<file path="src/rtl/vga_pkg.sv">
// vga_pkg: default 640x480@60 timing, total derivation and scale legality check.
// Shared by vga_scanout and vga_axis_cntr; no ports.
package vga_pkg;

    localparam int H_ACTIVE_DEF = 640;
    localparam int H_FP_DEF     = 16;
    localparam int H_SYNC_DEF   = 96;
    localparam int H_BP_DEF     = 48;
    localparam int V_ACTIVE_DEF = 480;
    localparam int V_FP_DEF     = 10;
    localparam int V_SYNC_DEF   = 2;
    localparam int V_BP_DEF     = 33;

    function automatic int axis_total(input int active, input int fp, input int sync, input int bp);
        return active + fp + sync + bp;
    endfunction

    localparam int H_TOTAL_DEF = axis_total(H_ACTIVE_DEF, H_FP_DEF, H_SYNC_DEF, H_BP_DEF);
    localparam int V_TOTAL_DEF = axis_total(V_ACTIVE_DEF, V_FP_DEF, V_SYNC_DEF, V_BP_DEF);

    // Replication works on the low counter bits, so only powers of two up to 8 are legal.
    function automatic bit scale_ok(input int s);
        return s == 1 || s == 2 || s == 4 || s == 8;
    endfunction

endpackage

</file>
<file path="src/rtl/vga_axis_cntr.sv">
// vga_axis_cntr: one scan axis counter with active/sync decode.
// Ports: clk_i, rst_i (sync, active high), en_i (advance by one),
//        cnt_o (position), last_o (at TOTAL-1), active_o (cnt < ACTIVE),
//        sync_o (inside the sync window, polarity-free).
module vga_axis_cntr #(
    parameter int ACTIVE = 640,
    parameter int FP     = 16,
    parameter int SYNC   = 96,
    parameter int BP     = 48,
    parameter int W      = 10
) (
    input  logic         clk_i,
    input  logic         rst_i,
    input  logic         en_i,
    output logic [W-1:0] cnt_o,
    output logic         last_o,
    output logic         active_o,
    output logic         sync_o
);

    localparam int TOTAL = ACTIVE + FP + SYNC + BP;

    logic [W-1:0] cnt_q, cnt_d;

    assign last_o   = cnt_q == W'(TOTAL - 1);
    assign active_o = cnt_q < W'(ACTIVE);
    assign sync_o   = cnt_q >= W'(ACTIVE + FP) && cnt_q < W'(ACTIVE + FP + SYNC);
    assign cnt_o    = cnt_q;
    assign cnt_d    = !en_i ? cnt_q : last_o ? '0 : cnt_q + W'(1);

    always_ff @(posedge clk_i) begin
        cnt_q <= rst_i ? '0 : cnt_d;
    end

endmodule

</file>
<file path="src/rtl/vga_scanout.sv">
// vga_scanout: parametrised VGA scan-out with pixel replication and double-buffered base.
// Ports: clk_i, rst_i (sync, active high), fb_base_i (base for next frame),
//        pixel_data_i (fb data, one clock after pixel_addr_o), irq_ack_i,
//        test_en_i (only with VGA_SCANOUT_TESTPAT_EN), pixel_addr_o, pixel_o,
//        h_sync_o, v_sync_o, frame_start_o, vblank_irq_o.
// Define VGA_SCANOUT_TESTPAT_EN to add the test_en_i XOR test pattern.
module vga_scanout
    import vga_pkg::*;
#(
    parameter int H_ACTIVE = H_ACTIVE_DEF,
    parameter int H_FP     = H_FP_DEF,
    parameter int H_SYNC   = H_SYNC_DEF,
    parameter int H_BP     = H_BP_DEF,
    parameter int V_ACTIVE = V_ACTIVE_DEF,
    parameter int V_FP     = V_FP_DEF,
    parameter int V_SYNC   = V_SYNC_DEF,
    parameter int V_BP     = V_BP_DEF,
    parameter int SCALE    = 2,
    parameter int PIXEL_W  = 12,
    parameter int ADDR_W   = 17,
    parameter bit SYNC_POL = 1'b0
) (
    input  logic               clk_i,
    input  logic               rst_i,
    input  logic [ADDR_W-1:0]  fb_base_i,
    input  logic [PIXEL_W-1:0] pixel_data_i,
`ifdef VGA_SCANOUT_TESTPAT_EN
    input  logic               test_en_i,
`endif
    input  logic               irq_ack_i,
    output logic [ADDR_W-1:0]  pixel_addr_o,
    output logic [PIXEL_W-1:0] pixel_o,
    output logic               h_sync_o,
    output logic               v_sync_o,
    output logic               frame_start_o,
    output logic               vblank_irq_o
);

    localparam int H_TOTAL = axis_total(H_ACTIVE, H_FP, H_SYNC, H_BP);
    localparam int V_TOTAL = axis_total(V_ACTIVE, V_FP, V_SYNC, V_BP);
    localparam int HW      = $clog2(H_TOTAL);
    localparam int VW      = $clog2(V_TOTAL);
    localparam int FB_W    = H_ACTIVE / SCALE;

    if (!scale_ok(SCALE)) begin : g_bad_scale
        $error("vga_scanout: SCALE must be 1, 2, 4 or 8");
    end

    logic [HW-1:0] hcnt;
    logic [VW-1:0] vcnt;
    logic h_last, h_act, h_syn, v_last, v_act, v_syn;

    vga_axis_cntr #(.ACTIVE(H_ACTIVE), .FP(H_FP), .SYNC(H_SYNC), .BP(H_BP), .W(HW)) u_h (
        .clk_i(clk_i), .rst_i(rst_i), .en_i(1'b1),
        .cnt_o(hcnt), .last_o(h_last), .active_o(h_act), .sync_o(h_syn)
    );

    vga_axis_cntr #(.ACTIVE(V_ACTIVE), .FP(V_FP), .SYNC(V_SYNC), .BP(V_BP), .W(VW)) u_v (
        .clk_i(clk_i), .rst_i(rst_i), .en_i(h_last),
        .cnt_o(vcnt), .last_o(v_last), .active_o(v_act), .sync_o(v_syn)
    );

    logic [ADDR_W-1:0]  cur_base_q, cur_base_d, row_q, row_d, col_q, col_d;
    logic               irq_q, irq_d;
    logic               act1_q, fs1_q, hs1_q, vs1_q;
    logic               hs_q, vs_q, fs_q;
    logic [PIXEL_W-1:0] pixel_q, pixel_d, pix_src;
    logic               frame_end, line_end, col_step, row_step, irq_set, act;

    always_comb begin
        act        = h_act & v_act;
        frame_end  = h_last & v_last;
        line_end   = v_act & (hcnt == HW'(H_ACTIVE - 1));
        // Low counter bits act as the replication sub-counters.
        col_step   = (hcnt & HW'(SCALE - 1)) == HW'(SCALE - 1);
        row_step   = (vcnt & VW'(SCALE - 1)) == VW'(SCALE - 1);
        irq_set    = h_last & (vcnt == VW'(V_ACTIVE - 1));
        col_d      = h_last ? '0 : (h_act & col_step) ? col_q + ADDR_W'(1) : col_q;
        row_d      = frame_end ? fb_base_i : (line_end & row_step) ? row_q + ADDR_W'(FB_W) : row_q;
        cur_base_d = frame_end ? fb_base_i : cur_base_q;
        irq_d      = irq_set | (irq_q & ~irq_ack_i);
        pixel_d    = act1_q ? pix_src : '0;
    end

    assign pixel_addr_o  = act ? row_q + col_q : cur_base_q;
    assign pixel_o       = pixel_q;
    assign h_sync_o      = hs_q;
    assign v_sync_o      = vs_q;
    assign frame_start_o = fs_q;
    assign vblank_irq_o  = irq_q;

`ifdef VGA_SCANOUT_TESTPAT_EN
    logic [4:0]         pat5;
    logic [PIXEL_W-1:0] pat_d, pat_q;

    always_comb begin
        pat5 = 5'(hcnt) ^ 5'(vcnt);
        for (int i = 0; i < PIXEL_W; i++) pat_d[i] = pat5[i % 5];
    end

    always_ff @(posedge clk_i) begin
        pat_q <= rst_i ? '0 : pat_d;
    end

    assign pix_src = test_en_i ? pat_q : pixel_data_i;
`else
    assign pix_src = pixel_data_i;
`endif

    always_ff @(posedge clk_i) begin
        if (rst_i) begin
            cur_base_q <= fb_base_i;
            row_q      <= fb_base_i;
            col_q      <= '0;
            irq_q      <= 1'b0;
            act1_q     <= 1'b0;
            fs1_q      <= 1'b0;
            hs1_q      <= ~SYNC_POL;
            vs1_q      <= ~SYNC_POL;
            hs_q       <= ~SYNC_POL;
            vs_q       <= ~SYNC_POL;
            fs_q       <= 1'b0;
            pixel_q    <= '0;
        end else begin
            cur_base_q <= cur_base_d;
            row_q      <= row_d;
            col_q      <= col_d;
            irq_q      <= irq_d;
            act1_q     <= act;
            fs1_q      <= (hcnt == '0) & (vcnt == '0);
            hs1_q      <= h_syn ? SYNC_POL : ~SYNC_POL;
            vs1_q      <= v_syn ? SYNC_POL : ~SYNC_POL;
            hs_q       <= hs1_q;
            vs_q       <= vs1_q;
            fs_q       <= fs1_q;
            pixel_q    <= pixel_d;
        end
    end

endmodule

</file>
<file path="config.mk">
export PLATFORM = sky130hd
export DESIGN_NAME = vga_scanout
export DESIGN_NICKNAME = d
export VERILOG_FILES = /design/src/rtl/vga_pkg.sv /design/src/rtl/vga_axis_cntr.sv /design/src/rtl/vga_scanout.sv
export SDC_FILE = /design/constraint.sdc
export NUM_CORES = 1
export LEC_CHECK = 0
export ABC_AREA = 1
export BUFFER_PORTS_ARGS = -buffer_cell sky130_fd_sc_hd__buf_2
export CORE_UTILIZATION = 45
export CTS_BUF_LIST = sky130_fd_sc_hd__clkbuf_8 sky130_fd_sc_hd__clkbuf_16
export CTS_CLUSTER_DIAMETER = 40
export DETAILED_ROUTE_END_ITERATION = 16
export MAX_ROUTING_LAYER = met4
export PLACE_DENSITY = 0.7
export SYNTH_ARGS = -nofsm -noshare
export SYNTH_HDL_FRONTEND = slang
export SYNTH_SLANG_ARGS = --single-unit
</file>
<file path="constraint.sdc">
create_clock -name clk_i -period 3.1 [get_ports clk_i]
set_clock_uncertainty 0.1 [all_clocks]
set_input_delay 0.465 -clock clk_i [delete_from_list [all_inputs] [get_ports clk_i]]
set_output_delay 0.465 -clock clk_i [all_outputs]
set_load 0.005 [all_outputs]
</file>
==> results of run 1 <==
[sequential cells by signal, summed over array words and instances (netlist names), 10 cells and up]
register,count
col_q,17
cur_base_q,17
row_q,17
pixel_o,12
u_h.cnt_o,10
u_v.cnt_o,10
[worst min path at each step]
stage / cells after the start / slack (ps) / endpoint / from
floorplan: 2 / 290 / frame_start_o$_SDFF_PP0_ / fs1_q$_SDFF_PP0_
global placement: 2 / 300 / frame_start_o$_SDFF_PP0_ / fs1_q$_SDFF_PP0_
detailed placement: 1 / 300 / h_sync_o$_SDFF_PP1_ / hs1_q$_SDFF_PP1_
global route: 1 / 200 / cur_base_q[3]$_DFFE_PP_ / fb_base_i[3]
CTS: 1 / 200 / cur_base_q[5]$_DFFE_PP_ / fb_base_i[5]
finish: 1 / 210 / cur_base_q[12]$_DFFE_PP_ / fb_base_i[12]
[cell families (layout without fill, tap and decap cells)]
logic type,after synthesis,in the layout,share of synthesized area [%]
XOR/XNOR,16,16,2.73
flip-flops,91,91,42.1
buffers and inverters,123,196,9.59
AND/OR/NAND/NOR,396,396,34.1
adder cells (fa/ha/maj),23,23,5.74
AO/OA/AOI/OAI,55,55,5.75
other,0,3,0
[layout by cell type (no fill, tap or decap), types with 5 or more instances in the layout]
cell       count
nor2_4         6
dfxtp_1       57
o21ai_1        7
nand3_1       42
a21oi_1       24
clkbuf_16      9
edfxtp_1      34
inv_1        108
or2_2          9
nand2_1      202
xor2_1        10
buf_2         64
nor2_1        88
inv_2          5
xnor2_1        6
nand3b_1       5
o21ai_0       16
ha_1          22
nor3_1        18
nand4_1       11
[critical path, stage by stage, from the launching register on]
cell and delay [ps]:
edfxtp_1 370, ha_1 230, fa_1 410, nand2_1 90, nand2_1 100, nand3b_1 100
nand2_1 110, or2_2 300, nand3_1 80, nand2_1 60, buf_2 120
[per-layer routing]
layer / share of wire (%) / track usage (%)
met4: 1.9 / 8.30
met3: 5.1 / 4.54
met1: 45 / 26.4
met5: 0 / -
met2: 48 / 37.1
[power by group through the flow]
| stage | logic (mW) | clock network (mW) | registers, mW |
|---|---|---|---|
| 5_1_grt | 0.292 | 1.11 | 1.33 |
| 3_3_place_gp | 0.251 | 0 | 1.35 |
| 6_report | 0.256 | 1.05 | 1.32 |
| 4_1_cts | 0.259 | 1.08 | 1.32 |
| 2_1_floorplan | 0.167 | 0 | 1.34 |
| 3_5_place_dp | 0.257 | 0 | 1.35 |
[metrics by stage]
step                      std cells  worst slack (ps)  power [mW]  hold slack [ps]  util [%]
after CTS                       917               227        2.66              200      53.6
after global routing            920               101        2.73              202      53.7
after detailed placement        901               601        1.60              297      51.0
final                           920               233        2.63              206      53.7
after global placement          901               642        1.60              300      51.0
after floorplan                 704               783        1.51              288         -
[layout make-up]
type	count	area [sq um]
sequential	91	2160
timing repair buffer	67	343
antenna	3	7.51
clock buffer	11	253
tap	140	175
inverter	113	425
fill	1047	5080
clock inverter	5	36.3
multi-input combinational	490	2500
==> impl_summary.txt, run 1 <==
----------------------------------------------------
[Run status]
  Run status ... complete, no violations

[Synthesis]
  Proportion of netlist area held by the largest area contributor ... 22.2%
  Most common cell in the synthesized netlist ... nand2_1
  Number of synthesized flops with an enable pin ... 34
  Leading post-synthesis cells by instance count ... 202 x nand2_1, 107 x inv_1, 88 x nor2_1
  Netlist area before placement ... 0.00514 sq mm
  Post-synthesis cell count ... 704
  Leading post-synthesis cells by cell area ... dfxtp_1 22%, edfxtp_1 20%, nand2_1 15%
  Flip-flop cell with the highest count after synthesis ... dfxtp_1
  Post-Syn Nets ... 759
  Largest area contributor in the synthesized netlist ... dfxtp_1
  Yosys Warn Count ... 0
  Synthesis-stage register bit count ... 91
  Post-synthesis sequential area ratio ... 42.1%
  Synth Area per Inst ... 7.30 sq um
  Number of distinct library cell variants in the gate-level netlist after synthesis ... 38
  Share of flip-flops with an asynchronous set or reset after synthesis ... 0%

[CTS]
  Post-cts resize count ... 0
  Number of H-tree branching levels ... 3
  Number of buffers inserted by hold repair at cts ... 0
  Sinks on Clock Net ... 91
  Root Buffer ... clkbuf_16
  Num CTS Buffers ... 9
  Maximum clock path buffer count ... 2
  Post-CTS Setup Inserts ... 0
  Clock tree from TritonCTS ... done
  Clock transition at the registers of the reported paths ... 70 ps
  Source-to-sink clock delay at the later pin of the worst-skew pair ... 340 ps

[Power and ir drop]
  Register share of total power ... 50.3%
  Power share of the combinational group ... 9.7%
  Cell-internal power ... 1.99 mW
  Leakage power ... 2.86 nW
  VDD IR max ... 267 uV
  Net switching power of the design ... 0.641 mW
  Fraction of power spent switching nets ... 24.4%
  Power per cell area ... 445 mW/mm^2
  Clock network power share ... 40.0%

[Floorplan]
  Starting utilization of the core area ... 46.8%
  Number of core rows ... 38
  Top Ports ... 65
  Total die area ... 0.0119 sq mm
  Height of the chip ... 109 um
  Die width ... 109 um
  Core Footprint ... 0.0110 sq mm

[Critical path]
  Reg-to-reg endpoint ... row_q[14]$_DFFE_PP_
  CP Data Arrival Time ... 2300 ps
  Reg2Reg Setup Slack ... 720 ps
  Number of cell instances on the worst register-to-register path ... 7
  Crit path to ... pixel_addr_o[6]
  Start of the worst register-to-register path ... u_h.cnt_o[0]$_SDFF_PP0_
  Launching element of the worst setup path ... row_q[0]$_DFFE_PP_
  Crit end category ... output port
  Critical path type ... flop to output port
  Maximum fanout along the worst path ... 4
  Launching element type of the critical path ... flop
  Worst path required time ... 2530 ps

[Cells and area]
  Ratio of cells with drive above 1 in the final layout ... 14.9%
  Net count reported at finish ... 827
  Syn-to-layout area delta ... 14.8%
  Final non-filler cell area ... 0.00590 sq mm

[Drt]
  Routed via count divided by cell count ... 4.94
  Detailed Routing Iterations Pass 1 ... 4
  Per-cell routed wire length ... 13.0 um
  Residual DRC count ... 0
  Antenna viol nets, final ... 0
  Total wirelength of the detailed-routed design ... 11,900 um
  Via count ... 4,541
  Violation count after the first detailed-route iteration ... 273

[Timing]
  Tcrit/Tclk final ... 92.5%
  Setup repair after global routing missed its margin ... no
  Final setup vio count ... 0
  Count of final max-slew check failures ... 0
  Minimum clock period after layout ... 2870 ps
  Highest clock frequency the design can meet ... 0.349 GHz
  Final hold violation count ... 0
  Total negative setup slack ... 0 ps
  Slew of the pin with the lowest slew margin ... 533 ps
  Normalized max-slew margin ... 64.4%

[GRT]
  Global-route wire length before repair ... 19,700 um
  Pin count of the biggest net entering global routing ... 43
  Via count of the first global-routing pass ... 4,278
  Global routing usage summed across all routing layers ... 22.3%
  Total gr overflow ... 0
  Number of antenna violations at the first check in global routing ... 3

[Place]
  DP HPWL ... 9180 um
  Placement Cell Area ... 0.00560 sq mm
  Final RePlAce weighted congestion ... 0.965
  Quantity of I/O buffers inserted on ports ... 64

[Worst hold path]
  Path type of the worst min-delay path ... primary input to flop

[Flow run]
  Reported max-cap violation count ... 0

----------------------------------------------------
(Power assumes the default switching activity.)
==> run 2: changes to the inputs <==
--- a/config.mk
+++ b/config.mk
@@ -12,7 +12,6 @@
 export CTS_CLUSTER_DIAMETER = 40
 export DETAILED_ROUTE_END_ITERATION = 16
 export MAX_ROUTING_LAYER = met4
-export PLACE_DENSITY = 0.7
 export SYNTH_ARGS = -nofsm -noshare
 export SYNTH_HDL_FRONTEND = slang
 export SYNTH_SLANG_ARGS = --single-unit
==> run 2 against run 1 <==
Net effect: first-iteration DRC count fell by 27%; clock power barely moved; register-to-register slack got worse by 70 ps; combinational power rose by 4%; global-route usage rose by 1.1 points; design area rose by 0.38%; maximum frequency rose by 1.3%; non-clock buffer count did not move; sequential share of layout area fell by 0.14 points; final cell count fell by 0.33%; wire length rose by 5.5%.
==> impl_summary.txt, run 2 (same netlist as run 1, synthesis figures left out) <==
----------------------------------------------------
[Run status]
  Run status ... complete, no violations

[Timing]
  Total negative setup slack ... 0 ps (unchanged)
  Highest clock frequency the design can meet ... 0.353 GHz (+1.3%)
  Post-route worst setup slack ... 270 ps (+37.2 ps)
  Normalized max-slew margin ... 22.5% (-42 points)
  Worst-case hold slack ... 218 ps (+11.4 ps)
  Minimum clock period after layout ... 2830 ps (-37.2 ps)
  Tcrit/Tclk final ... 91.3% (-1.2 points)
  Final setup vio count ... 0 (unchanged)
  Setup repair after global routing missed its margin ... no
  Count of final max-slew check failures ... 0 (unchanged)
  Slew of the pin with the lowest slew margin ... 1150 ps (+622 ps)
  Final hold violation count ... 0 (unchanged)

[Drt]
  Routed length on met1 ... 5670 um (+5.8%)
  Routed via count divided by cell count ... 4.99 (+1.1%)
  Detailed Routing Iterations Pass 1 ... 5 (+1)
  Antenna viol nets, final ... 0 (unchanged)
  Total wirelength of the detailed-routed design ... 12,600 um (+5.5%)
  Residual DRC count ... 0 (unchanged)
  Violation count after the first detailed-route iteration ... 198 (-27%)
  Per-cell routed wire length ... 13.7 um (+5.8%)
  Met3 wire length ... 473 um (-22%)
  Top layer reached by signal wires ... met4
  Via count ... 4,574 (+0.73%)
  Met2 wirelength from detailed routing ... 6340 um (+10%)

[Cells and area]
  Syn-to-layout area delta ... 15.2%
  Final non-filler cell area ... 0.00592 sq mm (+0.38%)
  Diodes inserted ... 0 (-3)
  Most frequent standard cell in the layout excluding fill and tap cells ... nand2_1
  Commonest cells after routing, fill and taps aside ... 202 x nand2_1, 109 x inv_1, 88 x nor2_1
  Net count reported at finish ... 827 (unchanged)
  Largest registers ... col_q x17, cur_base_q x17, row_q x17
  Post-route insts no fill ... 917 (-0.33%)
  Final core area utilization ... 53.9% (+0.21 points)
  Ratio of cells with drive above 1 in the final layout ... 14.9% (unchanged)
  Layout fillers ... 1,093 (+4.4%)

[GRT]
  Pin count of the biggest net entering global routing ... 43 (unchanged)
  Total gr overflow ... 0 (unchanged)
  Number of antenna violations at the first check in global routing ... 0 (-3)
  Via count of the first global-routing pass ... 4,371 (+2.2%)
  Global-route wire length before repair ... 20,600 um (+4.2%)
  Global routing usage summed across all routing layers ... 23.4% (+1.1 points)

[Worst hold path]
  Path type of the worst min-delay path ... primary input to flop

[Power and ir drop]
  Clock network power share ... 40.5% (+0.5 points)
  Fraction of power spent switching nets ... 23.8% (-0.62 points)
  VDD IR max ... 302 uV (+13%)
  Net switching power of the design ... 0.634 mW (-1.1%)
  Register share of total power ... 49.5% (-0.8 points)
  Total power consumption of the routed design ... 2.67 mW (+1.5%)
  Leakage power ... 2.88 nW (+0.61%)
  Power share of the combinational group ... 10.0% (+0.3 points)
  Cell-internal power ... 2.03 mW (+2.3%)
  Power per cell area ... 450 mW/mm^2 (+1.1%)

[Critical path]
  Worst path required time ... 2530 ps (about the same)
  Critical path type ... flop to output port
  CP Data Arrival Time ... 2270 ps (-30 ps)
  Launching element type of the critical path ... flop
  Crit end category ... output port
  Maximum fanout along the worst path ... 4 (unchanged)

[Place]
  Quantity of I/O buffers inserted on ports ... 64 (unchanged)
  Placement Cell Area ... 0.00562 sq mm (+0.31%)
  DP HPWL ... 9720 um (+5.9%)
  Dpl cells ... 901 (unchanged)
  Final RePlAce weighted congestion ... 0.919 (-4.7%)
  Post-Place Worst Slack ... 617 ps (+16.5 ps)

[CTS]
  Number of buffers inserted by hold repair at cts ... 0 (unchanged)
  Root Buffer ... clkbuf_16
  Sinks on Clock Net ... 91 (unchanged)
  Maximum clock path buffer count ... 2 (unchanged)
  Post-CTS Setup Inserts ... 0 (unchanged)
  Post-cts resize count ... 0 (unchanged)
  Num CTS Buffers ... 9 (unchanged)
  Clock tree from TritonCTS ... done
  Source-to-sink clock delay at the later pin of the worst-skew pair ... 330 ps (about the same)
  Number of H-tree branching levels ... 3 (unchanged)
  Clock transition at the registers of the reported paths ... 70 ps (about the same)

[Floorplan]
  Core Footprint ... 0.0110 sq mm (unchanged)
  Number of core rows ... 38 (unchanged)
  Top Ports ... 65 (unchanged)
  Height of the chip ... 109 um (unchanged)
  Starting utilization of the core area ... 46.8% (unchanged)
  Total die area ... 0.0119 sq mm (unchanged)
  Die width ... 109 um (unchanged)

[Flow run]
  Reported max-cap violation count ... 0 (unchanged)

----------------------------------------------------
==> run 2: cell types whose count changed in the layout (fill, tap and decap cells not counted), moves of 2 or more <==
| cell | delta |
|---|---|
| diode_2 | -3 |
| clkbuf_16 | +2 |
| clkbuf_8 | -2 |
| clkinv_2 | +2 |
==> run 2: worst max-delay path: stages, from the launching register on <==
cell and delay [ps]:
edfxtp_1 370, ha_1 240, fa_1 410, nand2_1 90, nand2_1 90, nand3_1 90, nand2_1 90, or2_2 280
nand3_1 90, nand2_1 60, buf_2 120
==> run 2: worst paths after layout <==
check	slack, ps	start	depth (start not counted)	to
setup / recovery	270	row_q[0]$_DFFE_PP_	10	pixel_addr_o[8]
hold / removal	220	fb_base_i[4]	1	cur_base_q[4]$_DFFE_PP_
setup reg to reg	650	u_h.cnt_o[1]$_SDFF_PP0_	5	row_q[13]$_DFFE_PP_
hold reg to reg	310	fs1_q$_SDFF_PP0_	2	frame_start_o$_SDFF_PP0_
==> run 2: metal layers <==
layer | up-vias | GRT usage, %
li1 | 2356 | -
met1 | 2114 | 28.4
met2 | 96 | 40.3
met3 | 8 | 3.59
met4 | 0 | 6.27
met5 | - | -
==> run 2: power by group through the flow <==
stage          Sequential, mW  Combinational, mW  Clock, mW
6_report                 1.32              0.267       1.08
3_5_place_dp             1.35              0.267          0
5_1_grt                  1.32              0.303       1.15
3_3_place_gp             1.34              0.262          0
2_1_floorplan            1.34              0.167          0
4_1_cts                  1.32              0.269       1.11
==> run 2: area by class of cell <==
cell class	count	area, sq um	area share, %
multi-input combinational	490	2500	42.2
sequential	91	2160	36.5
inverter	113	425	7.19
timing repair buffer	67	355	6.00
clock buffer	11	275	4.65
tap	140	175	2.96
clock inverter	5	26.3	0.444
==> run 3: changes to the inputs <==
--- a/config.mk
+++ b/config.mk
@@ -5,13 +5,13 @@
 export SDC_FILE = /design/constraint.sdc
 export NUM_CORES = 1
 export LEC_CHECK = 0
-export ABC_AREA = 1
 export BUFFER_PORTS_ARGS = -buffer_cell sky130_fd_sc_hd__buf_2
 export CORE_UTILIZATION = 45
 export CTS_BUF_LIST = sky130_fd_sc_hd__clkbuf_8 sky130_fd_sc_hd__clkbuf_16
 export CTS_CLUSTER_DIAMETER = 40
 export DETAILED_ROUTE_END_ITERATION = 16
 export MAX_ROUTING_LAYER = met4
+export PLACE_DENSITY = 0.65
 export SYNTH_ARGS = -nofsm -noshare
 export SYNTH_HDL_FRONTEND = slang
 export SYNTH_SLANG_ARGS = --single-unit
==> run 3 against run 2 <==
Net effect: global-route usage shrank 3.5 points; sequential cell count is the same; sequential share of layout area grew 3.0 points; core utilization grew 1.6 points; worst hold slack lost 34 ps; die area shrank 9.7%; clock power shrank 26%; first-iteration DRC count shrank 44%; combinational power shrank 1%; sequential power is essentially flat; non-clock buffer count grew 14; final cell count shrank 24%; critical path type unchanged.
==> impl_summary.txt, run 3 <==
----------------------------------------------------
[Run status]
  Run status ... complete, no violations

[Timing]
  Worst-case hold slack ... 184 ps (-33.9 ps)
  Highest clock frequency the design can meet ... 0.327 GHz (-7.4%)
  Final hold violation count ... 0 (unchanged)
  Slew of the pin with the lowest slew margin ... 531 ps (-624 ps)
  Minimum clock period after layout ... 3060 ps (+227 ps)
  Final setup vio count ... 0 (unchanged)
  Tcrit/Tclk final ... 98.6% (+7.3 points)
  Total negative setup slack ... 0 ps (unchanged)
  Count of final max-slew check failures ... 0 (unchanged)
  Setup repair after global routing missed its margin ... yes
  Normalized max-slew margin ... 64.6% (+42 points)

[Cells and area]
  Ratio of cells with drive above 1 in the final layout ... 24.0% (+9.0 points)
  Net count reported at finish ... 613 (-26%)
  Layout fillers ... 906 (-17%)
  Final core area utilization ... 55.5% (+1.6 points)
  Combined area of the multi-input logic cells ... 0.00246 sq mm (-1.5%)
  Largest registers ... col_q x17, cur_base_q x17, row_q x17
  Most frequent standard cell in the layout excluding fill and tap cells ... buf_2
  Syn-to-layout area delta ... 18.2%
  Commonest cells after routing, fill and taps aside ... 64 x buf_2, 55 x dfxtp_1, 53 x nand2_1
  FF+latch area ... 0.00216 sq mm (+0.12%)
  Diodes inserted ... 0 (unchanged)
  Post-route insts no fill ... 696 (-24%)

[CTS]
  Number of buffers inserted by hold repair at cts ... 0 (unchanged)
  Num CTS Buffers ... 9 (unchanged)
  Number of H-tree branching levels ... 3 (unchanged)
  Root Buffer ... clkbuf_8
  Clock transition at the registers of the reported paths ... 100 ps (+30 ps)
  Clock tree from TritonCTS ... done
  Source-to-sink clock delay at the later pin of the worst-skew pair ... 360 ps (+30 ps)
  Sinks on Clock Net ... 91 (unchanged)
  Maximum clock path buffer count ... 2 (unchanged)

[Synthesis]
  Leading post-synthesis cells by cell area ... dfxtp_1 25%, edfxtp_1 22%, xor2_1 6.4%
  Most common cell in the synthesized netlist ... dfxtp_1
  Post-synthesis sequential area ratio ... 46.7% (+4.6 points)
  Flip-flop cell with the highest count after synthesis ... dfxtp_1
  Netlist area before placement ... 0.00463 sq mm (-9.9%)
  Largest area contributor in the synthesized netlist ... dfxtp_1
  Post-synthesis cell count ... 487 (-31%)
  Share of flip-flops with an asynchronous set or reset after synthesis ... 0% (unchanged)
  Proportion of netlist area held by the largest area contributor ... 24.6% (+2.4 points)
  Leading post-synthesis cells by instance count ... 57 x dfxtp_1, 53 x nand2_1, 52 x nor2_1
  Synth Area per Inst ... 9.51 sq um (+30%)
  Synthesis-stage register bit count ... 91 (unchanged)
  Number of distinct library cell variants in the gate-level netlist after synthesis ... 54 (+42%)
  Number of synthesized flops with an enable pin ... 34 (unchanged)
  Post-Syn Nets ... 542 (-29%)
  Yosys Warn Count ... 0 (unchanged)

[Critical path]
  Worst path required time ... 2530 ps (about the same)
  CP Data Arrival Time ... 2490 ps (+220 ps)
  Launching element type of the critical path ... flop
  Critical path type ... flop to output port
  Reg2Reg Setup Slack ... 690 ps (+40 ps)
  Maximum fanout along the worst path ... 3 (-1)
  Crit end category ... output port

[Drt]
  Residual DRC count ... 0 (unchanged)
  Violation count after the first detailed-route iteration ... 111 (-44%)
  Antenna viol nets, final ... 0 (unchanged)
  Per-cell routed wire length ... 14.3 um (+4.1%)
  Via count ... 3,628 (-21%)
  Detailed Routing Iterations Pass 1 ... 4 (-1)
  Routed via count divided by cell count ... 5.21 (+4.5%)
  Total wirelength of the detailed-routed design ... 9940 um (-21%)

[Power and ir drop]
  Leakage power ... 2.15 nW (-25%)
  Total power consumption of the routed design ... 2.40 mW (-10%)
  VDD IR max ... 284 uV (-6.1%)
  Cell-internal power ... 1.79 mW (-12%)
  Clock network power share ... 33.4% (-7.1 points)
  Net switching power of the design ... 0.604 mW (-4.6%)
  Fraction of power spent switching nets ... 25.2% (+1.5 points)
  Power per cell area ... 438 mW/mm^2 (-2.8%)
  Power share of the combinational group ... 11.0% (+1.0 points)
  Register share of total power ... 55.6% (+6.1 points)

[GRT]
  Via count of the first global-routing pass ... 3,360 (-23%)
  Total gr overflow ... 0 (unchanged)
  Global routing usage summed across all routing layers ... 19.9% (-3.5 points)
  Number of antenna violations at the first check in global routing ... 0 (unchanged)
  Global-route wire length before repair ... 15,600 um (-24%)
  Pin count of the biggest net entering global routing ... 28 (-35%)

[Place]
  DP HPWL ... 7230 um (-26%)
  Final RePlAce weighted congestion ... 0.980 (+6.6%)
  Quantity of I/O buffers inserted on ports ... 64 (unchanged)
  Dpl cells ... 670 (-26%)

[Floorplan]
  Height of the chip ... 103 um (-5.0%)
  Total die area ... 0.0107 sq mm (-9.7%)
  Number of core rows ... 36 (-5.3%)
  Top Ports ... 65 (unchanged)
  Die width ... 103 um (-5.0%)
  Core Footprint ... 0.00986 sq mm (-10%)
  Starting utilization of the core area ... 47.0% (+0.16 points)

[Flow run]
  Reported max-cap violation count ... 0 (unchanged)

[Worst hold path]
  Path type of the worst min-delay path ... primary input to flop

----------------------------------------------------
-- run 3: cell types whose count changed in the layout (fill, tap and decap cells not counted), moves of 8 or more --
cell / delta
xor2_1: +24
and2_1: +19
nand2_1: -149
xnor2_1: +13
nand3_1: -23
clkbuf_16: -10
inv_1: -99
clkbuf_8: +10
nor2_1: -36
and3_1: +8
nor3_1: -9
o21ai_0: +14
buf_4: +15
ha_1: -11
-- run 3: worst max-delay path, cell delays in order (launching register included) --
cell	delay, ps
edfxtp_1	390
ha_2	220
fa_2	350
a21o_1	200
nand4_1	180
a211oi_2	110
nor4_2	320
xor2_1	180
o21ai_1	70
buf_2	120
-- run 3: per-layer routing --
metal | part of all wire (%) | up-vias | global-route usage [%]
li1 | - | 1843 | -
met1 | 49 | 1712 | 25.3
met2 | 46 | 62 | 31.2
met3 | 3.1 | 11 | 4.17
met4 | 1.5 | 0 | 7.58
met5 | 0 | - | -
-- run 3: per-stage QoR --
stage          setup slack (ps)  cell area [sq um]
3_3_place_gp                255               5050
6_report                   43.1               5480
2_1_floorplan               563               4630
4_1_cts                   -33.9               5310
5_1_grt                   -97.8               5480
3_5_place_dp                222               5050
-- run 3: worst paths after layout --
| kind | start | endpoint | cells past startpoint |
|---|---|---|---|
| min | fb_base_i[9] | cur_base_q[9]$_DFFE_PP_ | 1 |
| min reg2reg | hs1_q$_SDFF_PP1_ | h_sync_o$_SDFF_PP1_ | 1 |
| max | row_q[0]$_DFFE_PP_ | pixel_addr_o[14] | 9 |
| max reg2reg | u_h.cnt_o[0]$_SDFF_PP0_ | row_q[9]$_DFFE_PP_ | 7 |
-- run 3: cell families (layout without fill, tap and decap cells) --
family | after synthesis | in the layout | synth area share, %
flops | 91 | 91 | 46.7
simple gates | 205 | 205 | 22.4
xor+xnor | 53 | 53 | 10.0
mux | 4 | 4 | 0.945
buf+inv | 30 | 106 | 3.32
compound gates | 81 | 81 | 10.3
fa+ha+maj | 23 | 23 | 6.37
-- run 3: timing repair --
action                     CTS  global route
setup endpoints to repair    5            10
resized for setup           13            20
buffers inserted             2             8
pin swaps                    4             5
-- run 3: cell type report --
cell class	instances	share of cell area [%]
Sequential cell	91	39.5
Clock inverter	5	0.640
Clock buffer	11	2.97
Tap cell	133	3.04
Timing Repair Buffer	81	8.18
Inverter	9	0.617
Multi-Input combinational cell	366	45.0
-- run 3: power by group through the flow --
stage	clock network [mW]	registers [mW]	logic (mW)
2_1_floorplan	0	1.35	0.149
3_3_place_gp	0	1.35	0.230
3_5_place_dp	0	1.36	0.232
4_1_cts	0.820	1.33	0.243
5_1_grt	0.869	1.34	0.296
6_report	0.800	1.33	0.263
